File: config.mk
export PLATFORM = sky130hd
export DESIGN_NAME = sobel_kernel
export DESIGN_NICKNAME = d
export VERILOG_FILES = /design/src/rtl/sobel_pkg.sv /design/src/rtl/sobel_delay_line.sv /design/src/rtl/sobel_kernel.sv
export SDC_FILE = /design/constraint.sdc
export NUM_CORES = 1
export LEC_CHECK = 0
export CAP_MARGIN = 40
export CORE_MARGIN = 2
export CORE_UTILIZATION = 45
export DETAILED_ROUTE_END_ITERATION = 8
export PLACE_DENSITY_LB_ADDON = 0.2
export SLEW_MARGIN = 20
export SYNTH_ARGS = -nofsm -noshare
export SYNTH_HDL_FRONTEND = slang
export SYNTH_SLANG_ARGS = --single-unit
File: constraint.sdc
create_clock -name clk -period 4.7 [get_ports clk]
set_input_delay 0.94 -clock clk [delete_from_list [all_inputs] [get_ports clk]]
set_output_delay 0.94 -clock clk [all_outputs]
set_load 0.01 [all_outputs]
File: src/rtl/sobel_pkg.sv
// Shared constants and types for the Sobel gradient datapath.
package sobel_pkg;

    // Default grayscale pixel width.
    localparam int DEF_COLORDEPTH = 8;
    // Latency of the gradient stage; sideband signals are delayed by the same amount.
    localparam int PIPE_LAT       = 3;

    localparam int GRAD_W = DEF_COLORDEPTH + 3;
    localparam int MAG_W_DEF = DEF_COLORDEPTH + 4;

    // Signed Gx/Gy, sized to hold +/-4*(2^COLORDEPTH-1).
    typedef logic signed [GRAD_W-1:0] grad_t;
    // Unsigned |Gx|+|Gy|, sized to hold 8*(2^COLORDEPTH-1).
    typedef logic [MAG_W_DEF-1:0]     mag_t;

endpackage

File: src/rtl/sobel_delay_line.sv
// Fixed-depth shift register used to keep sideband signals aligned with the datapath.
module sobel_delay_line #(
    parameter int WIDTH = 3,
    parameter int DEPTH = 3
) (
    input  logic             clk,
    input  logic             rst,
    input  logic [WIDTH-1:0] din_i,
    output logic [WIDTH-1:0] dout_o
);

    logic [DEPTH-1:0][WIDTH-1:0] pipe_q;

    // Shift every cycle; stage 0 takes the input, the last stage drives the output.
    always_ff @(posedge clk or posedge rst) begin
        if (rst) begin
            pipe_q <= '0;
        end else begin
            pipe_q[0] <= din_i;
            for (int i = 1; i < DEPTH; i++) begin
                pipe_q[i] <= pipe_q[i-1];
            end
        end
    end

    assign dout_o = pipe_q[DEPTH-1];

endmodule

File: src/rtl/sobel_kernel.sv
// 3x3 Sobel gradient stage: window build, Gx/Gy, saturated |Gx|+|Gy|, sideband delay.
module sobel_kernel
    import sobel_pkg::*;
#(
    parameter int COLORDEPTH = DEF_COLORDEPTH,
    parameter int MAG_W      = COLORDEPTH + 4
) (
    input  logic                  clk,
    input  logic                  rst,
    input  logic [COLORDEPTH-1:0] px_line_n2_i,
    input  logic [COLORDEPTH-1:0] px_line_n1_i,
    input  logic [COLORDEPTH-1:0] px_line_n0_i,
    input  logic                  dv_i,
    input  logic                  hs_i,
    input  logic                  vs_i,
    output logic [COLORDEPTH-1:0] edge_o,
    output logic                  dv_o,
    output logic                  hs_o,
    output logic                  vs_o
);

    localparam int GW = COLORDEPTH + 3;
    localparam logic [COLORDEPTH-1:0] PIX_MAX = '1;

    // Window indexed [col][row]: col 2 is newest, row 0 is the top line (n2).
    logic [2:0][2:0][COLORDEPTH-1:0] win_q, win_d;
    logic [2:0][COLORDEPTH-1:0]      new_col;
    logic [1:0]                      col_cnt_q, col_cnt_d;
    logic [1:0]                      row_cnt_q, row_cnt_d;
    logic                            dv_prev_q, vs_prev_q;
    logic                            dv_fall, vs_rise, valid_win;

    // Stage qualifiers: vld_q carries window validity, en_q carries dv so that
    // edge_o only updates for real pixels and otherwise holds.
    logic [1:0]                      vld_q, en_q;
    logic signed [GW-1:0]            gx_q, gx_d, gy_q, gy_d;
    logic [GW-1:0]                   abs_x, abs_y;
    logic [MAG_W-1:0]                mag;
    logic [COLORDEPTH-1:0]           sat_mag, edge_q;
    logic [2:0]                      sb_out;

    function automatic logic signed [GW-1:0] sx(input logic [COLORDEPTH-1:0] p);
        return $signed({{(GW-COLORDEPTH){1'b0}}, p});
    endfunction

    assign new_col = {px_line_n0_i, px_line_n1_i, px_line_n2_i};

    // Window shift and border counters; a frame restart clears row_cnt even if a line ends the same cycle.
    always_comb begin
        dv_fall   = dv_prev_q & ~dv_i;
        vs_rise   = vs_i & ~vs_prev_q;
        valid_win = (col_cnt_q == 2'd2) && (row_cnt_q == 2'd2);
        win_d     = win_q;
        col_cnt_d = col_cnt_q;
        row_cnt_d = row_cnt_q;
        if (dv_i) begin
            win_d = {new_col, win_q[2], win_q[1]};
            if (col_cnt_q != 2'd2) col_cnt_d = col_cnt_q + 2'd1;
        end
        if (dv_fall) begin
            col_cnt_d = 2'd0;
            if (row_cnt_q != 2'd2) row_cnt_d = row_cnt_q + 2'd1;
        end
        if (vs_rise) row_cnt_d = 2'd0;
    end

    // Gx: right column minus left column; Gy: bottom row minus top row; centre taps weighted x2.
    always_comb begin
        gx_d = (sx(win_q[2][0]) + (sx(win_q[2][1]) <<< 1) + sx(win_q[2][2]))
             - (sx(win_q[0][0]) + (sx(win_q[0][1]) <<< 1) + sx(win_q[0][2]));
        gy_d = (sx(win_q[0][2]) + (sx(win_q[1][2]) <<< 1) + sx(win_q[2][2]))
             - (sx(win_q[0][0]) + (sx(win_q[1][0]) <<< 1) + sx(win_q[2][0]));
    end

    // Magnitude and saturation to the pixel range.
    always_comb begin
        abs_x   = gx_q[GW-1] ? GW'(-gx_q) : GW'(gx_q);
        abs_y   = gy_q[GW-1] ? GW'(-gy_q) : GW'(gy_q);
        mag     = MAG_W'(abs_x) + MAG_W'(abs_y);
        sat_mag = (mag > MAG_W'(PIX_MAX)) ? PIX_MAX : mag[COLORDEPTH-1:0];
    end

    // S1: window, counters and edge-detect history.
    always_ff @(posedge clk or posedge rst) begin
        if (rst) begin
            win_q     <= '0;
            col_cnt_q <= '0;
            row_cnt_q <= '0;
            dv_prev_q <= 1'b0;
            vs_prev_q <= 1'b0;
        end else begin
            win_q     <= win_d;
            col_cnt_q <= col_cnt_d;
            row_cnt_q <= row_cnt_d;
            dv_prev_q <= dv_i;
            vs_prev_q <= vs_i;
        end
    end

    // S1..S3 qualifiers, S2 gradients, S3 output register (held while no pixel arrives).
    always_ff @(posedge clk or posedge rst) begin
        if (rst) begin
            vld_q  <= '0;
            en_q   <= '0;
            gx_q   <= '0;
            gy_q   <= '0;
            edge_q <= '0;
        end else begin
            vld_q  <= {vld_q[0], dv_i & valid_win};
            en_q   <= {en_q[0], dv_i};
            gx_q   <= gx_d;
            gy_q   <= gy_d;
            if (en_q[1]) edge_q <= vld_q[1] ? sat_mag : '0;
        end
    end

    sobel_delay_line #(
        .WIDTH(3),
        .DEPTH(PIPE_LAT)
    ) u_sideband (
        .clk   (clk),
        .rst   (rst),
        .din_i ({dv_i, hs_i, vs_i}),
        .dout_o(sb_out)
    );

    assign {dv_o, hs_o, vs_o} = sb_out;
    assign edge_o             = edge_q;

endmodule

Yosys cells after proc, flatten, opt, wreduce, memory -nomap -nowiden
Cells that the tools add are included.
{"block": "totals", "word_cells": 63, "regBits": 121}
{"block": "classes", "muxes": 10, "eq_ne": 4, "n_reduce_logical": 7, "add_sub_neg": 15, "n_bitwise": 5, "order_cmp": 1}
{"operator": "$add A10 B8 Y11", "count": 4}
{"operator": "$add A8 B9 Y10", "count": 4}
{"operator": "$mux W11", "count": 2}
{"operator": "$neg A11 Y11", "count": 2}
{"operator": "$sub A11 B11 Y11", "count": 2}
{"operator": "$mux W8", "count": 2}
{"operator": "$add A11 B11 Y12", "count": 1}
{"operator": "$gt A12 B8 Y1 const B", "count": 1}
{"operator": "$mux W2", "count": 6}
{"operator": "$reduce_bool A2 Y1", "count": 4}
{"operator": "$add A2 B1 Y2 const B", "count": 2}
{"operator": "$eq A2 B2 Y1 const B", "count": 2}
{"operator": "$ne A2 B2 Y1 const B", "count": 2}
{"operator": "$reduce_and A2 Y1", "count": 2}
{"operator": "$and A1 B1 Y1", "count": 3}
{"operator": "$not A1 Y1", "count": 2}
{"operator": "$logic_and A1 B1 Y1", "count": 1}

Logic depth before layout (Yosys ltp)
Gate-level depths: netlist (run 1).
{"block": "logic_depth", "ltp_word": 6, "ltp_mapped": 14, "mapped_depth_nobuf": 14}

Modules after synthesis
A second synthesis (run 1) with hierarchy kept.
{"block": "unflattened", "hier_cells": 604, "hier_area_um2": 7063.0}
{"mod": "sobel_kernel", "instances": 1, "seq_area_each_um2": 2777.7, "cells_per_inst": 591, "area_each_um2": 6811.5}
{"mod": "sobel_delay_line", "instances": 1, "seq_area_each_um2": 225.2, "cells_per_inst": 13, "area_each_um2": 251.5}

Worst setup path before layout (run 1)
No wires, ideal clock.
{"block": "synth_timing", "path_type": "reg2reg", "startpoint": "reg win_q[50] in the netlist's numbering", "endpoint": "reg gy_q[8]", "setup_time_ps": 124, "path_stages_with_launch": 11, "path_buffers": 0, "setup_slack_ps": 1390, "t_arrival_ps": 3186, "path_cell_list": "dfrtp_1 -> inv_1 -> fa_1 -> fa_1 -> fa_1 -> ha_1 -> a21o_1 -> a21oi_1 -> o21ai_1 -> o32a_1 -> xor2_1"}
{"block": "synth_between", "elab_chain_len": 2}
{"element": "from (decl)", "line_no": "sobel_kernel.sv:26", "source": "logic [2:0][2:0][COLORDEPTH-1:0] win_q, win_d;"}
{"element": "from (signal assigned)", "line_no": "sobel_kernel.sv:92", "source": "win_q <= win_d;"}
{"element": "$add A10 B8 Y11", "line_no": "sobel_kernel.sv:72", "source": "- (sx(win_q[0][0]) + (sx(win_q[1][0]) <<< 1) + sx(win_q[2][0]));"}
{"element": "$sub A11 B11 Y11", "line_no": "sobel_kernel.sv:72"}
{"element": "net gy_d[8]", "line_no": "sobel_kernel.sv:36", "source": "logic signed [GW-1:0] gx_q, gx_d, gy_q, gy_d;"}
{"element": "to (signal assigned)", "line_no": "sobel_kernel.sv:112", "source": "gy_q <= gy_d;"}
{"element": "to (decl)", "line_no": "sobel_kernel.sv:36"}
The timed path passes the listed nets, and every way through them passes these cells.
A chain may end at the register's enable or synchronous reset.

Final worst setup path (run 1)
{"block": "layout_timing", "startpoint": "reg win_q[18] in the netlist's numbering", "endpoint": "reg gx_q[9]"}
{"block": "layout_between", "elab_chain_len": 2}
{"element": "$add A10 B8 Y11", "line_no": "sobel_kernel.sv:70", "source": "- (sx(win_q[0][0]) + (sx(win_q[0][1]) <<< 1) + sx(win_q[0][2]));"}
{"element": "$sub A11 B11 Y11", "line_no": "sobel_kernel.sv:70"}
{"element": "net gx_d[9]", "line_no": "sobel_kernel.sv:36"}
{"element": "to (signal assigned)", "line_no": "sobel_kernel.sv:111", "source": "gx_q <= gx_d;"}
{"element": "to (decl)", "line_no": "sobel_kernel.sv:36"}
The timed path passes the listed nets, and every way through them passes these cells.

==> results.cfg, run 1 <==
[global_routing]
grt_max_degree = 93
use_met3 = 0.0413
gr-total-overflow = 0
globalRouteMet2Util = 0.257
antenna_found_initial = 0
grt_pass1_vias = 4287
grt_pass1_wl_um = 20200
met1_usage = 0.207
busiest_layer = met2
grt_util_all_layers = 0.159

[min_path]
min_path_type = reg -> reg
whs_path_depth = 0

[die]
core_area_sq_mm = 0.0151
start_util = 0.456
die_area_sq_mm = 0.0163
die_w_um = 128
rows = 45
num_io_pins = 40
die_h_um = 128

[finish]
num_antenna_cells = 0
fin_area_sq_mm = 0.00808
final_util = 0.535
fin_cells = 833
fin_nets = 763
drive_gt1_frac = 0.0930
areaGrowthSynthToFinish_pct = 17.3

[detailed_routing]
drt-pass1-iter-count = 4
via_per_inst = 4.92
wl_per_cell_um = 14.2
drtIter0Drc = 285
ant_nets = 0
drc = 0
dr_total_vias = 4100
totalWireLength_um = 11800

[sta]
worstMarginPinSlew_ns = 0.566
final_max_slew_viol_count = 0
hold_viol = 0
fin_crit_ns = 3.53
tns_ns = 0
fmax_ghz = 0.283
clock_skew_ns = 0.00624
finalCritPeriodShare = 0.751
slew_headroom = 0.623
rsz0062_at_grt = false
finalSetupViolations = 0

[synth]
synth_compound_area_frac = 0.0865
synth_top_cell_area_share = 0.425
synth.area.mux_share = 0.0603
synth-edff-count = 0
yosys-top-cells-count = 117 x dfrtp_1, 66 x inv_1, 63 x fa_1
syn_avg_cell_area_sq_um = 11.7
syn_inst = 586
synth_ff_type = dfrtp_1
yosysMostFrequentCell = dfrtp_1
synthArstFlopShare = 1.00
synthTopCellsByArea = dfrtp_1 43%, fa_1 18%, ha_1 7.1%
synth-seq-area-share = 0.425
synth_area_sq_mm = 0.00689
synth-simple-area-share = 0.0825
yosysUniqueCellTypes = 51
synth_top_area_cell = dfrtp_1
ys_ff_latch = 117
synthXorXnorAreaFrac = 0.0445
synth_adder_area_share = 0.254
synth_top_family_by_area = adder cells
yosysWarnings = 0
synth_nets = 717

[cts]
cts_tree = yes
cts-htree-levels = 4
cts_sinks = 117
post_cts_buffers = 0
clkLatencyLatePin_ns = 0.42
clk_pin_slew_ns = 0.06
cts_buffer_depth = 2
cts_root_buf = clkbuf_16
ctsHoldBuffers = 0
numCtsBuffers = 17
cts_resized = 0

[setup_path]
slowest_delay_ns = 0.59
crit_type = reg -> reg
worst-path-stages = 12
crit_path_start_kind = flip-flop
crit_top_cell = fa_1
slowest_stage = fa_1
crit_arrival_ns = 3.87
required_ns = 5.04
crit_path_end_kind = flip-flop
crit_family = adder cells
crit_chain = inv_1 > fa_1 > fa_1 > fa_1 > inv_1 > fa_1 > nor2b_1 > o21ai_1 > a21boi_1 > o21ai_1 > a21oi_1 > xor2_1
path_buf_inv = 2
crit_fanout = 2
rr_worst_depth = 12

[place]
placedInstanceArea_sq_mm = 0.00747
place.detailed.hpwl_um = 8890
placement.io_buffers = 39
gp_congestion = 0.817
dp_cells = 800

[run]
drv_cap = 0

[power]
p_leak_nw = 3.61
vdd.ir_drop.worst_mv = 0.409
power_density_mw_per_mm2 = 824

[run_status]
status = finished, final reports clean
-- per-stage QoR --
step	setup WS, ns	total power [W]	hold slack, ns
final	1.17	0.00666	0.348
after global routing	0.965	0.00733	0.356
after CTS	1.15	0.00677	0.349
after detailed placement	1.17	0.00544	0.336
after global placement	1.23	0.00535	0.337
after floorplan	0.659	0.00464	0.331
-- area by class of cell --
cell class | count | area, sq um
timing repair buffer | 43 | 438
sequential | 117 | 2930
clock buffer | 20 | 457
inverter | 68 | 258
tap | 188 | 235
clock inverter | 12 | 129
fill | 1281 | 7010
multi-input combinational | 385 | 3630
-- registers in the layout, indices dropped and copies added, names as in the netlist --
signal and cells:
en_q 2, edge_o 8, win_q 72, gx_q 11, vld_q 2, u_sideband.dout_o 3, u_sideband.pipe_q 4, gy_q 11
col_cnt_q 2, row_cnt_q 2
-- routing by layer --
layer	wire [um]	up-vias
met2	5760	55
met4	195	0
met5	0	-
met3	359	16
li1	-	2016
met1	5500	2013
-- report_power, final --
group	switching (W)	leakage [nW]	internal (W)
clock network	0.000468	0.270	0.000804
logic	0.00210	1.92	0.00183
registers	0.000185	1.42	0.00127
-- cell usage in the layout (no fill, tap or decap), types with 4 or more instances in the layout --
cell type	count
a22oi_1	8
nand2_1	56
inv_1	65
buf_4	4
clkbuf_16	17
nor2_1	21
xor2_1	8
dfrtp_1	117
xnor2_1	27
mux2_2	9
or3_1	4
o21ai_1	36
a21o_1	5
nand2b_1	9
clkdlybuf4s50_1	38
clkinvlp_4	6
fa_1	63
ha_1	39
mux2_1	27
nor2b_1	7
a21oi_1	9
o21ai_0	17
-- logic make-up (layout without fill, tap and decap cells) --
kind of cell / after synthesis / after routing
buf+inv: 84 / 143
compound gates: 96 / 96
fa+ha+maj: 102 / 102
mux: 37 / 37
simple gates: 115 / 115
xor+xnor: 35 / 35
flops: 117 / 117
-- final timing paths --
| check | to | slack [ns] | start |
|---|---|---|---|
| max | gx_q[9] | 1.17 | win_q[18] |
| min | u_sideband.pipe_q[4] | 0.35 | u_sideband.pipe_q[1] |
| max reg2reg | gx_q[9] | 1.17 | win_q[18] |
| min reg2reg | u_sideband.pipe_q[4] | 0.35 | u_sideband.pipe_q[1] |
| min in group asynchronous | win_q[1] | 0.94 | rst |
| max in group asynchronous | gy_q[8] | 2.86 | rst |
No activity file was read; power rests on OpenSTA's default activity.
==> run 2: changes to the inputs <==
clock period = 3.5 ns   (was 4.7 ns; I/O delays follow)
==> run 2 against run 1 <==
Clock skew increased by 0.0025 ns; utilization grew 0.89 points; sequential cell count unchanged; clock-buffer cell count is 3 higher; cell area grew 1.7%; die area unchanged; critical path type unchanged; largest power group unchanged.
==> results.cfg, run 2 (same netlist as run 1, synthesis figures left out) <==
[run_status]
status = finished, final reports clean

[place]
place.detailed.hpwl_um = 8590
dp_cells = 801
gp_congestion = 0.822
placement.io_buffers = 39

[cts]
clk_pin_slew_ns = 0.05
cts_sinks = 117
cts-htree-levels = 4
cts_tree = yes
cts_root_buf = clkbuf_16
clkLatencyLatePin_ns = 0.41
numCtsBuffers = 17
cts_buffer_depth = 2
ctsHoldBuffers = 0

[die]
core_area_sq_mm = 0.0151
start_util = 0.456
die_w_um = 128
die_area_sq_mm = 0.0163
rows = 45
num_io_pins = 40
die_h_um = 128

[sta]
fin_hold_ws_ns = 0.347
finalSetupViolations = 0
fin_crit_ns = 3.41
final_max_slew_viol_count = 0
fmax_ghz = 0.293
clock_skew_ns = 0.00873
finalCritPeriodShare = 0.976
hold_viol = 0
worstMarginPinSlew_ns = 0.624
slew_headroom = 0.584
rsz0062_at_grt = true

[finish]
final_util = 0.544
fillerInstances = 1305
top_regs = win_q: 72 flops, gx_q: 11 flops, gy_q: 11 flops
registers.top_by_ff_count = win_q
largest_reg_flops = 72
fin_cells = 836
seq_area_sq_mm = 0.00293
num_antenna_cells = 0
final_cell_mix = 117 x dfrtp_1, 59 x inv_1, 58 x fa_1
layout_commonest_cell = dfrtp_1
fin_nets = 766
areaGrowthSynthToFinish_pct = 19.3
drive_gt1_frac = 0.128
multi_input_area_sq_mm = 0.00371

[global_routing]
gr-total-overflow = 0
grt_util_all_layers = 0.162
grt_pass1_vias = 4232
grt_pass1_wl_um = 20600
antenna_found_initial = 0
grt_max_degree = 118

[detailed_routing]
ant_nets = 0
drt-pass1-iter-count = 4
totalWireLength_um = 11800
via_per_inst = 4.94
drc = 0
wl_per_cell_um = 14.1
drtIter0Drc = 208
dr_total_vias = 4134

[power]
vdd.ir_drop.worst_mv = 0.614
power_density_mw_per_mm2 = 1140
p_total_w = 0.00939
p_leak_nw = 3.64

[setup_path]
crit_type = reg -> reg
crit_path_start_kind = flip-flop
crit_fanout = 2
crit_arrival_ns = 3.72
required_ns = 3.80
crit_path_end_kind = flip-flop

[run]
drv_cap = 0

[min_path]
min_path_type = reg -> reg
[run 2: timing repair]
action,4_1_cts,5_1_grt
pin swaps,3,16
setup endpoints to repair,6,8
resized for setup,3,20
setup buffers,0,3
[run 2: power breakdown]
part	leakage, nW	internal [W]	switching [W]
sequential	1.42	0.00171	0.000247
clock	0.297	0.00122	0.000596
combinational	1.93	0.00268	0.00294
total	3.64	0.00561	0.00379
[run 2: layout make-up]
| class | instances | area share |
|---|---|---|
| Multi-Input combinational cell | 385 | 0.451 |
| Sequential cell | 117 | 0.356 |
| Clock buffer | 23 | 0.0570 |
| Timing Repair Buffer | 46 | 0.0567 |
| Inverter | 68 | 0.0315 |
| Tap cell | 188 | 0.0286 |
| Clock inverter | 9 | 0.0183 |
[run 2: path summary, 6_finish.rpt]
path                                 startpoint                    to  slack [ns]  cells after the start
min                        u_sideband.pipe_q[1]  u_sideband.pipe_q[4]        0.35                      0
min reg2reg                u_sideband.pipe_q[1]  u_sideband.pipe_q[4]        0.35                      0
max in group asynchronous                   rst  u_sideband.pipe_q[0]        2.21                      3
max reg2reg                           win_q[18]               gx_q[7]        0.09                     12
min in group asynchronous                   rst              win_q[7]        0.81                      3
max                                   win_q[18]               gx_q[7]        0.09                     12
[run 2: metal layers]
| layer | GRT usage | share of wire | wire length, um | vias to the layer above |
|---|---|---|---|---|
| met3 | 0.0488 | 0.031 | 368 | 11 |
| met4 | 0.0608 | 0.014 | 163 | 0 |
| met5 | 0 | 0 | 0 | - |
| met2 | 0.252 | 0.50 | 5870 | 52 |
| li1 | - | - | - | 2018 |
| met1 | 0.216 | 0.46 | 5380 | 2053 |
[run 2: worst max-delay path, stage by stage, from the launching register on]
cell	delay, ns
dfrtp_1	0.38
inv_2	0.06
fa_1	0.50
fa_1	0.50
fa_2	0.58
inv_2	0.05
fa_2	0.40
nor2b_1	0.12
o21ai_1	0.08
a21boi_1	0.22
o21ai_1	0.13
nor2b_2	0.17
xnor2_1	0.12
[run 2: per-stage QoR]
| step | worst slack (ns) | instance area, sq um | TNS [ns] |
|---|---|---|---|
| after floorplan | 0.190 | 6890 | 0 |
| after global placement | 0.0262 | 7500 | 0 |
| after detailed placement | -0.0164 | 7500 | -0.0308 |
| after CTS | 0.00208 | 8130 | 0 |
| after global routing | -0.0468 | 8210 | -0.101 |
| final | 0.0850 | 8210 | 0 |
==> variant, RTL diff (flow settings as in run 2) <==
Change the package constant `DEF_COLORDEPTH` from 8 to 16.
--- a/src/rtl/sobel_pkg.sv
+++ b/src/rtl/sobel_pkg.sv
@@ -2,7 +2,7 @@
 package sobel_pkg;
 
     // Default grayscale pixel width.
-    localparam int DEF_COLORDEPTH = 8;
+    localparam int DEF_COLORDEPTH = 16;
     // Latency of the gradient stage; sideband signals are delayed by the same amount.
     localparam int PIPE_LAT       = 3;
 
Interface: changed (resized edge_o, px_line_n0_i, px_line_n1_i and px_line_n2_i); port bits go from 40 to 72. The function was not compared with the original's and may differ.
==> variant against run 2 <==
The run now ends with negative setup slack left; routed wire length grew 130%; count of clock-buffer cells in the layout grew 11; cell area grew 110%; die area grew 91%; worst setup slack lost 570 ps; global-route usage grew 1.4 points; synthesized area grew 95%; critical path depth grew 3; sequential cell count grew 96.
Power is not shown: default switching activity piles up to over one toggle a cycle in this logic, so the estimate is an artifact.
==> variant: results (changes against run 2) <==
- Final setup fails: 33 (+33)
- Top delay family on crit path: simple AND/OR/NAND/NOR gates
- Largest regs: win_q (144), gx_q (19), gy_q (19)
- DP HPWL: 19.9 mm (+130%)
- GP Congestion: 0.839 (+2.0%)
- Filler instances: 2,459 (+88%)
- PortBufs: 71 (+82%)
- Seq cells post-synth: 213 (+82%)
- R2R Path Start: gx_q[4]
- Post-DP Area: 15,700 um^2 (+110%)
- Largest cells by area after synthesis: dfrtp_1, fa_1, mux2_2, ha_1, xnor2_1
- Largest net degree at the start of global routing: 109 (-7.6%)
- Root buf cell: clkbuf_16
- Post-Syn Nets: 1,395 (+95%)
- Post-synth ARST share: 1.00 (unchanged)
- Vias: 8,917 (+120%)
- Max Buffers Root-to-Sink: 3 (+1)
- Setup ws final: -480 ps (-565 ps)
- Multi-input logic area: 8000 um^2 (+120%)
- DRT iter0 DRCs: 344 (+65%)
- Sequential element share of the synthesized area: 0.398 (-0.0274)
- Total CTS buffers: 26 (+9)
- Gr usage total: 0.176 (+0.0138)
- Slowest stage delay, CP: 440 ps (-140 ps)
- CP startpoint: gx_q[4]
- Vias in the first global route: 9,239 (+120%)
- Fin Setup TNS: -8910 ps (-8910 ps)
- Per-cell routed wire length: 14.8 um (+5.2%)
- CP arrival: 4350 ps (+630 ps)
- Crit Path Max Fanout: 8 (+6)
- Signal buffers: 246 (+430%)
- Final Skew: 27.0 ps (+18.3 ps)
- Setup WS pre-CTS: -550 ps (-533 ps)
- Buffering overhead: 0.123 (+0.0664)
- Synth cell types: 65 (+27%)
- Synth top cells by count: dfrtp_1, fa_1, inv_1
- Worst skew pair latency: 540 ps (+130 ps)
- Sequential cell area: 5330 um^2 (+82%)
- Number of nets in the layout: 1,640 (+110%)
- Hold path start: u_sideband.pipe_q[3]
- R2r worst-path depth: 15 (+3)
- Die area: 31,200 um^2 (+91%)
- Number of multi-input logic gates: 787 (+100%)
- Hold Crit Endpoint: u_sideband.dout_o[0]
- First-pass GRT wire length: 45.2 mm (+120%)
- Top FF cell, synth: dfrtp_1
- Critical Path Sink: edge_o[7]
- Failing checks: negative setup slack
- Crit-path slowest cell: or4_4
- Status: complete, but fails checks
- H-tree levels: 1 (-3)
- Proportion of cell area spent on the clock network: 0.0526 (-0.0226)
- Non-clk invs: 123 (+81%)
- Worst Tran Pin Value: 713 ps (+89.5 ps)
- Clkbuf count: 34 (+48%)
- Layout cells sized above 1: 0.316 (+0.188)
## variant: metrics by stage
| stage | utilization | hold WS [ps] | cells |
|---|---|---|---|
| 4_1_cts | 0.574 | 349 | 1791 |
| 3_3_place_gp | 0.532 | 333 | 1725 |
| 2_1_floorplan | - | 331 | 1152 |
| 6_report | 0.588 | 346 | 1806 |
| 5_1_grt | 0.588 | 354 | 1806 |
| 3_5_place_dp | 0.532 | 336 | 1725 |
## variant: kinds of logic after synthesis
group	share of synthesized area
flops	0.398
simple gates	0.0777
fa+ha+maj	0.249
mux	0.0839
buf+inv	0.0438
xor+xnor	0.0489
compound gates	0.0992
## variant: routing by layer
layer / routed length [um] / up-vias / track usage
met4: 434 / 0 / 0.0358
met2: 13200 / 100 / 0.293
li1: - / 4356 / -
met1: 12300 / 4431 / 0.247
met5: 0 / - / 0
met3: 856 / 30 / 0.0243
## variant: timing repair
item,in CTS,in global routing
resized for setup,54,72
pin swaps,49,61
hold buffers,0,0
setup endpoints to repair,38,42
setup buffers,19,19
